===== config.mk =====
export PLATFORM = sky130hd
export DESIGN_NAME = fetch_stage
export DESIGN_NICKNAME = d
export VERILOG_FILES = /design/src/rtl/fetch_stage_pkg.sv /design/src/rtl/if_id_reg.sv /design/src/rtl/fetch_stage.sv
export SDC_FILE = /design/constraint.sdc
export NUM_CORES = 1
export LEC_CHECK = 0
export CAP_MARGIN = 25
export CORE_AREA = 2 2 56 111
export DETAILED_ROUTE_END_ITERATION = 16
export DIE_AREA = 0 0 58 113
export PLACE_DENSITY = 0.8
export SYNTH_ARGS = -nofsm -noshare
export SYNTH_HDL_FRONTEND = slang
export SYNTH_SLANG_ARGS = --single-unit

===== constraint.sdc =====
create_clock -name clk -period 2.3 [get_ports clk]
set_input_delay 0.46 -clock clk [delete_from_list [all_inputs] [get_ports clk]]
set_output_delay 0.46 -clock clk [all_outputs]
set_load 0.01 [all_outputs]

===== src/rtl/fetch_stage_pkg.sv =====
// fetch_stage_pkg: shared constants and helpers for the CAP19 fetch stage.
//   WORD_LEN        : datapath / address width
//   FETCH_RESET_PC  : first program word loaded on reset
//   FETCH_PC_STEP   : memory cells per instruction (4 x 4-bit cells)
//   HALT_WORD       : instruction word that stops fetch when halt is built in
//   NOP_WORD        : word placed in IF/ID for a bubble
package fetch_stage_pkg;

  localparam int WORD_LEN = 16;

  localparam logic [WORD_LEN-1:0] FETCH_RESET_PC = 16'd8;
  localparam logic [WORD_LEN-1:0] FETCH_PC_STEP  = 16'd4;
  localparam logic [WORD_LEN-1:0] HALT_WORD      = 16'hFFFF;
  localparam logic [WORD_LEN-1:0] NOP_WORD       = 16'h0000;

  // Branch targets are forced onto a cell-group boundary.
  function automatic logic [WORD_LEN-1:0] align_target(input logic [WORD_LEN-1:0] addr);
    return {addr[WORD_LEN-1:2], 2'b00};
  endfunction

  function automatic logic is_halt_word(input logic [WORD_LEN-1:0] word);
    return word == HALT_WORD;
  endfunction

endpackage


===== src/rtl/if_id_reg.sv =====
// if_id_reg: IF/ID pipeline register.
//   clk, rst     : clock, synchronous active-low reset
//   hold         : keep current contents (stall)
//   clear        : load a bubble (flush); wins over hold
//   instr_in, pc_in, pc_next_in : values captured on a normal load
//   instr, pc, pc_next, valid   : registered outputs to decode
module if_id_reg
  import fetch_stage_pkg::*;
(
  input  logic                clk,
  input  logic                rst,
  input  logic                hold,
  input  logic                clear,
  input  logic [WORD_LEN-1:0] instr_in,
  input  logic [WORD_LEN-1:0] pc_in,
  input  logic [WORD_LEN-1:0] pc_next_in,
  output logic [WORD_LEN-1:0] instr,
  output logic [WORD_LEN-1:0] pc,
  output logic [WORD_LEN-1:0] pc_next,
  output logic                valid
);

  always_ff @(posedge clk) begin
    if (!rst || clear) begin
      instr   <= NOP_WORD;
      pc      <= '0;
      pc_next <= '0;
      valid   <= 1'b0;
    end else if (!hold) begin
      instr   <= instr_in;
      pc      <= pc_in;
      pc_next <= pc_next_in;
      valid   <= 1'b1;
    end
  end

endmodule


===== src/rtl/fetch_stage.sv =====
// fetch_stage: CAP19 instruction fetch. Owns the PC, addresses the
// combinational instruction memory and registers the returned word into IF/ID.
//   clk, rst        : clock, synchronous active-low reset
//   stall           : freeze PC and IF/ID
//   branch_taken    : redirect from execute (overrides stall), flushes IF/ID
//   branch_target   : redirect address, low two bits ignored
//   instruction     : memory word for pc_out
//   pc_out          : current PC / memory address
//   if_id_instr, if_id_pc, if_id_pc_next, if_id_valid : IF/ID register
//   halted          : fetch stopped on HALT_WORD
// Build option: define FETCH_HALT_EN to add the RUN/HALTED FSM; without it
// the halt word is fetched like any other and halted is tied low.
//
// state      | meaning
// ST_RUN     | fetching normally
// ST_HALTED  | halt word captured; PC frozen, IF/ID emits bubbles until a branch
module fetch_stage
  import fetch_stage_pkg::*;
#(
  parameter logic [WORD_LEN-1:0] RESET_PC = FETCH_RESET_PC,
  parameter logic [WORD_LEN-1:0] PC_STEP  = FETCH_PC_STEP
) (
  input  logic                clk,
  input  logic                rst,
  input  logic                stall,
  input  logic                branch_taken,
  input  logic [WORD_LEN-1:0] branch_target,
  input  logic [WORD_LEN-1:0] instruction,
  output logic [WORD_LEN-1:0] pc_out,
  output logic [WORD_LEN-1:0] if_id_instr,
  output logic [WORD_LEN-1:0] if_id_pc,
  output logic [WORD_LEN-1:0] if_id_pc_next,
  output logic                if_id_valid,
  output logic                halted
);

  logic [WORD_LEN-1:0] pc_q;
  logic [WORD_LEN-1:0] pc_plus;
  logic                halt_state;

  assign pc_plus = pc_q + PC_STEP;  // wraps modulo 2^WORD_LEN
  assign pc_out  = pc_q;

`ifdef FETCH_HALT_EN
  localparam logic [0:0] ST_RUN    = 1'b0;
  localparam logic [0:0] ST_HALTED = 1'b1;

  logic [0:0] state;

  always_ff @(posedge clk) begin
    if (!rst) begin
      state <= ST_RUN;
    end else if (branch_taken) begin
      state <= ST_RUN;
    end else if (state == ST_RUN && !stall && is_halt_word(instruction)) begin
      state <= ST_HALTED;
    end
  end

  assign halt_state = (state == ST_HALTED);
  assign halted     = halt_state;
`else
  assign halt_state = 1'b0;
  assign halted     = 1'b0;
`endif

  // The capturing edge of the halt word still advances the PC; it is the
  // following edges that freeze it.
  always_ff @(posedge clk) begin
    if (!rst) begin
      pc_q <= RESET_PC;
    end else if (branch_taken) begin
      pc_q <= align_target(branch_target);
    end else if (!halt_state && !stall) begin
      pc_q <= pc_plus;
    end
  end

  if_id_reg u_if_id_reg (
    .clk        (clk),
    .rst        (rst),
    .hold       (stall),
    .clear      (branch_taken || halt_state),
    .instr_in   (instruction),
    .pc_in      (pc_q),
    .pc_next_in (pc_plus),
    .instr      (if_id_instr),
    .pc         (if_id_pc),
    .pc_next    (if_id_pc_next),
    .valid      (if_id_valid)
  );

endmodule

==> results of run 1 <==
==> metal layers <==
layer	wire length [um]	vias to the layer above	track usage (%)	share of wire [%]
li1	-	1105	-	-
met1	2320	1024	21.2	37
met2	3330	69	35.7	54
met3	361	16	5.71	5.8
met4	194	0	10.7	3.1
met5	0	-	0	0
==> state kept, by name (all words and copies together) (netlist names) <==
register and flops:
u_if_id_reg.instr 16, pc_out 14, u_if_id_reg.pc_next 14, u_if_id_reg.pc 14, u_if_id_reg.valid 1
==> report_power, final <==
| group | internal (W) | switching [W] |
|---|---|---|
| logic | 0.000189 | 0.000141 |
| clock network | 0.00100 | 0.000446 |
| registers | 0.00106 | 0.0000507 |
==> layout make-up <==
| type | count | area [um^2] | share of cell area, % |
|---|---|---|---|
| multi-input cells | 194 | 1220 | 32.0 |
| inverters | 5 | 18.8 | 0.491 |
| well taps | 61 | 76.3 | 2.00 |
| clock buffers | 11 | 253 | 6.61 |
| flip-flops and latches | 59 | 1180 | 30.9 |
| repair buffers | 101 | 996 | 26.0 |
| clock inverters | 5 | 75.1 | 1.96 |
==> through the flow <==
step / setup WS [ps] / hold WS, ps
after floorplan: 713 / 489
after global placement: 526 / 436
after detailed placement: 508 / 459
after CTS: 350 / 467
after global routing: 301 / 494
final: 358 / 465
==> synth_stat cells, drive strengths merged, types with 3 or more instances <==
cell type and n:
a21oi 16, nand3 6, buf 16, nor4 3, xnor2 17, nor2b 4
nor3 7, nand2 20, dfxtp 59, clkbuf 10, mux2i 30, o21ai 28
inv 4, nor2 39
==> how the worst max path moves through the flow <==
stage	startpoint	endpoint	cells after the start
after CTS	pc_out[4]$_SDFFE_PN0P_	pc_out[4]	1
after global routing	pc_out[9]$_SDFFE_PN0P_	pc_out[9]	1
after detailed placement	stall	u_if_id_reg.pc_next[15]$_SDFFE_PP0N_	4
after floorplan	pc_out[2]$_SDFFE_PN0P_	pc_out[6]$_SDFFE_PN0P_	4
after global placement	stall	u_if_id_reg.pc_next[15]$_SDFFE_PP0N_	4
final	pc_out[4]$_SDFFE_PN0P_	pc_out[4]	1
==> logic make-up (layout without fill, tap and decap cells) <==
kind of cell | Yosys count | after routing | share of synthesized area [%]
AND/OR/NAND/NOR | 87 | 87 | 17.7
flip-flops | 59 | 59 | 46.2
AO/OA/AOI/OAI | 50 | 50 | 10.5
buffers and inverters | 31 | 122 | 6.75
multiplexers | 30 | 30 | 11.7
XOR/XNOR | 19 | 19 | 6.51
adder cells (fa/ha/maj) | 1 | 1 | 0.489
other | 1 | 7 | 0.147
==> impl_metrics.toml, run 1 <==
[status]
outcome = "completed"

[worst_setup_path]
rr_endpoint = "pc_out[6]$_SDFFE_PN0P_"
slowest_stage = "clkdlybuf4s50_1"
crit_type = "register to output pin"
critical-path-top-delay-family = "buffers and inverters"
crit_path_cell_trace = "clkdlybuf4s50_1"
critPathMaxStageDelay_ps = 620
required_ps = 1840
crit_fanout = 7
r2r-start = "pc_out[2]$_SDFFE_PN0P_"
r2r_cells = 4
worstPathArrival_ps = 1480
path_buf_inv = 1
reg2reg_slack_ps = 550
endpoint_kind = "output pin"
start_kind = "register"

[min_path]
min_path_type = "register to register"
hold_path_end = "u_if_id_reg.pc[6]$_SDFFE_PP0N_"
whs_path_depth = 2
min_from = "u_if_id_reg.pc[6]$_SDFFE_PP0N_"

[synthesis]
yosysWarnings = 0
synth_seq_cells = 59
avgSynthCellArea_um2 = 9.19
synth.distinct_cells = 34
ys.flop_type = "dfxtp_1"
synth_seq_area_share_pct = 46.2
yosys.area.top_type = "dfxtp_1"
yosysTopAreaCellShare_pct = 46.2
netlist_instances = 278
ys_async_sr_fraction_pct = 0
syn_area_mm2 = 0.00256
synthTopCellsByArea = "dfxtp_1 (46%), mux2i_1 (12%), xnor2_1 (5.8%)"
synth_edf_count = 0

[finish]
final_layout_size_suffix_gt1_share_pct = 9.33
fin_area_mm2 = 0.00382
antennaDiodeCount = 0
nets = 407
final_common_cell = "clkdlybuf4s50_1"
final_cell_mix = "clkdlybuf4s50_1 (91), dfxtp_1 (59), nor2_1 (39)"
fin_cells = 436
syn2layout_area_growth_pct = 49.6
utilization_pct = 67.6
fillers = 462

[cts]
cts_tree = "yes"
hold_buffers = 0
numCtsBuffers = 9
insertion_delay_ps = 320
cts_sinks = 59
cts-root-buf = "clkbuf_16"
postCtsSetupRepairBufs = 0
htree_num_levels = 3
clk_pin_slew_worst_paths_ps = 50
cts_resized = 0
clockBufferDepth = 2

[sta]
clock_skew_ps = 4.37
timing.fmax_mhz = 515
rsz0062_at_grt = "no"
setup_tns_ps = 0
setup_viol_count_final = 0
final_max_slew_viol_count = 0
fin_crit_ps = 1940
min_period_over_period_pct = 84.4
final-hold-violation-count = 0

[drt]
drtAntennaViolNets = 0
wl_per_cell_um = 14.2
drc_errors = 0
route.vias.total = 2214
drtIter0Drc = 55
firstDrtPassIters = 4
viasPerCell = 5.08
totalWireLength_um = 6200

[placement]
io_buffer_count = 92
gp_congestion = 0.749
placed_cells = 420
dp_hpwl_um = 4490
place_area_mm2 = 0.00350

[power_and_ir_drop]
leakagePower_nw = 1.47
powerDensity_mw_per_mm2 = 756
max-vdd-ir-drop_v = 0.000736
total_power_w = 0.00289

[floorplanning]
die-area_mm2 = 0.00655
num_rows = 39
die_y_um = 113
die_w_um = 58
ios = 102
core_area_mm2 = 0.00566
start_util_pct = 45.2

[global_routing]
grt_max_degree = 36
gr-usage-all-layers_pct = 20.3
globalRouteOverflowTotal = 0
antenna_found_initial = 0
grt_pass1_vias = 2199
grt_pass1_wl_um = 10200

[job]
maxCapViolations = 0
No activity file was read; power rests on OpenSTA's default activity.
==> run 2: changes to the inputs <==
--- a/config.mk
+++ b/config.mk
@@ -6,10 +6,10 @@
 export NUM_CORES = 1
 export LEC_CHECK = 0
 export CAP_MARGIN = 25
-export CORE_AREA = 2 2 56 111
+export CORE_AREA = 2 2 58 115
 export DETAILED_ROUTE_END_ITERATION = 16
-export DIE_AREA = 0 0 58 113
-export PLACE_DENSITY = 0.8
+export DIE_AREA = 0 0 60 117
+export PLACE_DENSITY = 0.75
 export SYNTH_ARGS = -nofsm -noshare
 export SYNTH_HDL_FRONTEND = slang
 export SYNTH_SLANG_ARGS = --single-unit
==> constraint.sdc (replaced) <==
create_clock -name clk -period 2 [get_ports clk]
set_input_delay 0.4 -clock clk [delete_from_list [all_inputs] [get_ports clk]]
set_output_delay 0.4 -clock clk [all_outputs]
set_load 0.01 [all_outputs]
==> impl_metrics.toml, run 2 (synthesis gave the netlist of run 1 again) <==
[status]
outcome = "completed"

[cts]
cts_resized = 0
numCtsBuffers = 9
cts-root-buf = "clkbuf_16"
clk_pin_slew_worst_paths_ps = 50
cts_tree = "yes"
postCtsSetupRepairBufs = 0
clockBufferDepth = 2
hold_buffers = 0
cts_sinks = 59
insertion_delay_ps = 320
htree_num_levels = 3

[placement]
io_buffer_count = 92
gp_congestion = 0.758
place_area_mm2 = 0.00354
dp_slack_ps = 263
dp_hpwl_um = 4380
placed_cells = 446

[min_path]
min_path_type = "register to register"
whs_path_depth = 1
min_from = "u_if_id_reg.valid$_SDFFE_PP0N_"
hold_path_end = "u_if_id_reg.valid$_SDFFE_PP0N_"

[floorplanning]
die-area_mm2 = 0.00702
die_y_um = 117
die_w_um = 60
ios = 102
start_util_pct = 41.2
core_area_mm2 = 0.00621
num_rows = 41

[finish]
final_layout_size_suffix_gt1_share_pct = 8.80
largest_register_ffs = 16
nets = 408
syn2layout_area_growth_pct = 49.9
seqCellArea_mm2 = 0.00118
final_common_cell = "clkdlybuf4s50_1"
fin_cells = 461
final_cell_mix = "clkdlybuf4s50_1 (91), dfxtp_1 (59), nor2_1 (39)"
fin_area_mm2 = 0.00383
multiInputGateArea_mm2 = 0.00122
fillers = 543
utilization_pct = 61.7
regMostFlops = "u_if_id_reg.instr"
antennaDiodeCount = 0

[power_and_ir_drop]
clkPwrFrac_pct = 47.4
leakagePower_nw = 1.45
p_sw_share_pct = 22.3
combPwrFrac_pct = 12.1
p_seq_share_pct = 40.5
p_int_w = 0.00247
powerDensity_mw_per_mm2 = 828
max-vdd-ir-drop_v = 0.000548
switchingPower_w = 0.000706

[worst_setup_path]
rr_endpoint = "pc_out[6]$_SDFFE_PN0P_"
endpoint_kind = "output pin"
crit_type = "register to output pin"
path_buf_inv = 1
crit_path_cell_trace = "clkdlybuf4s50_1"
reg2reg_slack_ps = 310
crit_fanout = 8
worstPathArrival_ps = 1480
required_ps = 1600
r2r-start = "pc_out[3]$_SDFFE_PN1P_"
start_kind = "register"
critical-path-top-delay-family = "buffers and inverters"
critPathMaxStageDelay_ps = 620
slowest_stage = "clkdlybuf4s50_1"
r2r_cells = 4

[global_routing]
use_met1_pct = 22.5
use_met2_pct = 29.1
use_met3_pct = 5.60
grt_max_degree = 56
grt_pass1_vias = 2189
antenna_found_initial = 0
gr-usage-all-layers_pct = 18.6
busiest_layer = "met2"
globalRouteOverflowTotal = 0
grt_pass1_wl_um = 9810

[drt]
viasPerCell = 4.74
drc_errors = 0
totalWireLength_um = 6130
drtAntennaViolNets = 0
firstDrtPassIters = 4
route.vias.total = 2187
drtIter0Drc = 62
wl_per_cell_um = 13.3

[sta]
timing.fmax_mhz = 531
final_max_slew_viol_count = 0
min_period_over_period_pct = 94.1
worst_slack_ps = 118
rsz0062_at_grt = "no"
final-hold-violation-count = 0
fin_crit_ps = 1880
setup_tns_ps = 0
clock_skew_ps = 2.55
setup_viol_count_final = 0

[job]
maxCapViolations = 0
-- run 2: cell type report --
cell class | count | area share (%)
Inverter | 5 | 0.490
Multi-Input combinational cell | 194 | 32.0
Timing Repair Buffer | 102 | 26.2
Tap cell | 86 | 2.81
Clock inverter | 2 | 0.914
Clock buffer | 13 | 6.79
Sequential cell | 59 | 30.8
-- run 2: worst max path at each step --
stage                                start                                   to  cells after the start
global placement              branch_taken  u_if_id_reg.pc_next[5]$_SDFFE_PP0N_                      5
CTS                 pc_out[9]$_SDFFE_PN0P_                            pc_out[9]                      1
finish              pc_out[9]$_SDFFE_PN0P_                            pc_out[9]                      1
floorplan           pc_out[2]$_SDFFE_PN0P_               pc_out[6]$_SDFFE_PN0P_                      4
detailed placement            branch_taken       u_if_id_reg.pc[4]$_SDFFE_PP0N_                      5
global route        pc_out[4]$_SDFFE_PN0P_                            pc_out[4]                      1
-- run 2: per-layer routing --
layer  vias to the layer above  share of wire [%]
met3                         9                5.8
met1                       997                 43
met2                        78                 49
met4                         0                2.0
met5                         -                  0
li1                       1103                  -
-- run 2: worst reg2reg max path: cells and delay by family (launching register included) --
family	cells	cell delay, ps
AOI/OAI and AO/OA	1	170
DFF	1	460
and+or+nand+nor	2	720
adders and majority gates	1	270
-- run 2: per-stage QoR --
| stage | hold WS (ps) | power (W) |
|---|---|---|
| after floorplan | 489 | 0.00150 |
| after global placement | 438 | 0.00168 |
| after detailed placement | 448 | 0.00169 |
| after CTS | 459 | 0.00321 |
| after global routing | 486 | 0.00329 |
| final | 456 | 0.00317 |
-- run 2: power by group through the flow --
stage                     combinational, W  sequential, W  clock (W)
after floorplan                   0.000191        0.00131          0
final                             0.000384        0.00128    0.00150
after global routing              0.000421        0.00129    0.00158
after CTS                         0.000387        0.00128    0.00154
after detailed placement          0.000384        0.00131          0
after global placement            0.000379        0.00130          0
==> run 3: changes to the inputs <==
--- a/config.mk
+++ b/config.mk
@@ -6,10 +6,10 @@
 export NUM_CORES = 1
 export LEC_CHECK = 0
 export CAP_MARGIN = 25
-export CORE_AREA = 2 2 58 115
+export CORE_AREA = 2 2 56 111
 export DETAILED_ROUTE_END_ITERATION = 16
-export DIE_AREA = 0 0 60 117
-export PLACE_DENSITY = 0.75
+export DIE_AREA = 0 0 58 113
+export PLACE_DENSITY = 0.8
 export SYNTH_ARGS = -nofsm -noshare
 export SYNTH_HDL_FRONTEND = slang
 export SYNTH_SLANG_ARGS = --single-unit
==> constraint.sdc (replaced) <==
create_clock -name clk -period 2.3 [get_ports clk]
set_input_delay 0.46 -clock clk [delete_from_list [all_inputs] [get_ports clk]]
set_output_delay 0.46 -clock clk [all_outputs]
set_load 0.01 [all_outputs]
==> results of run 3 <==
Final layout, timing and power as in run 1 (identical DEF).
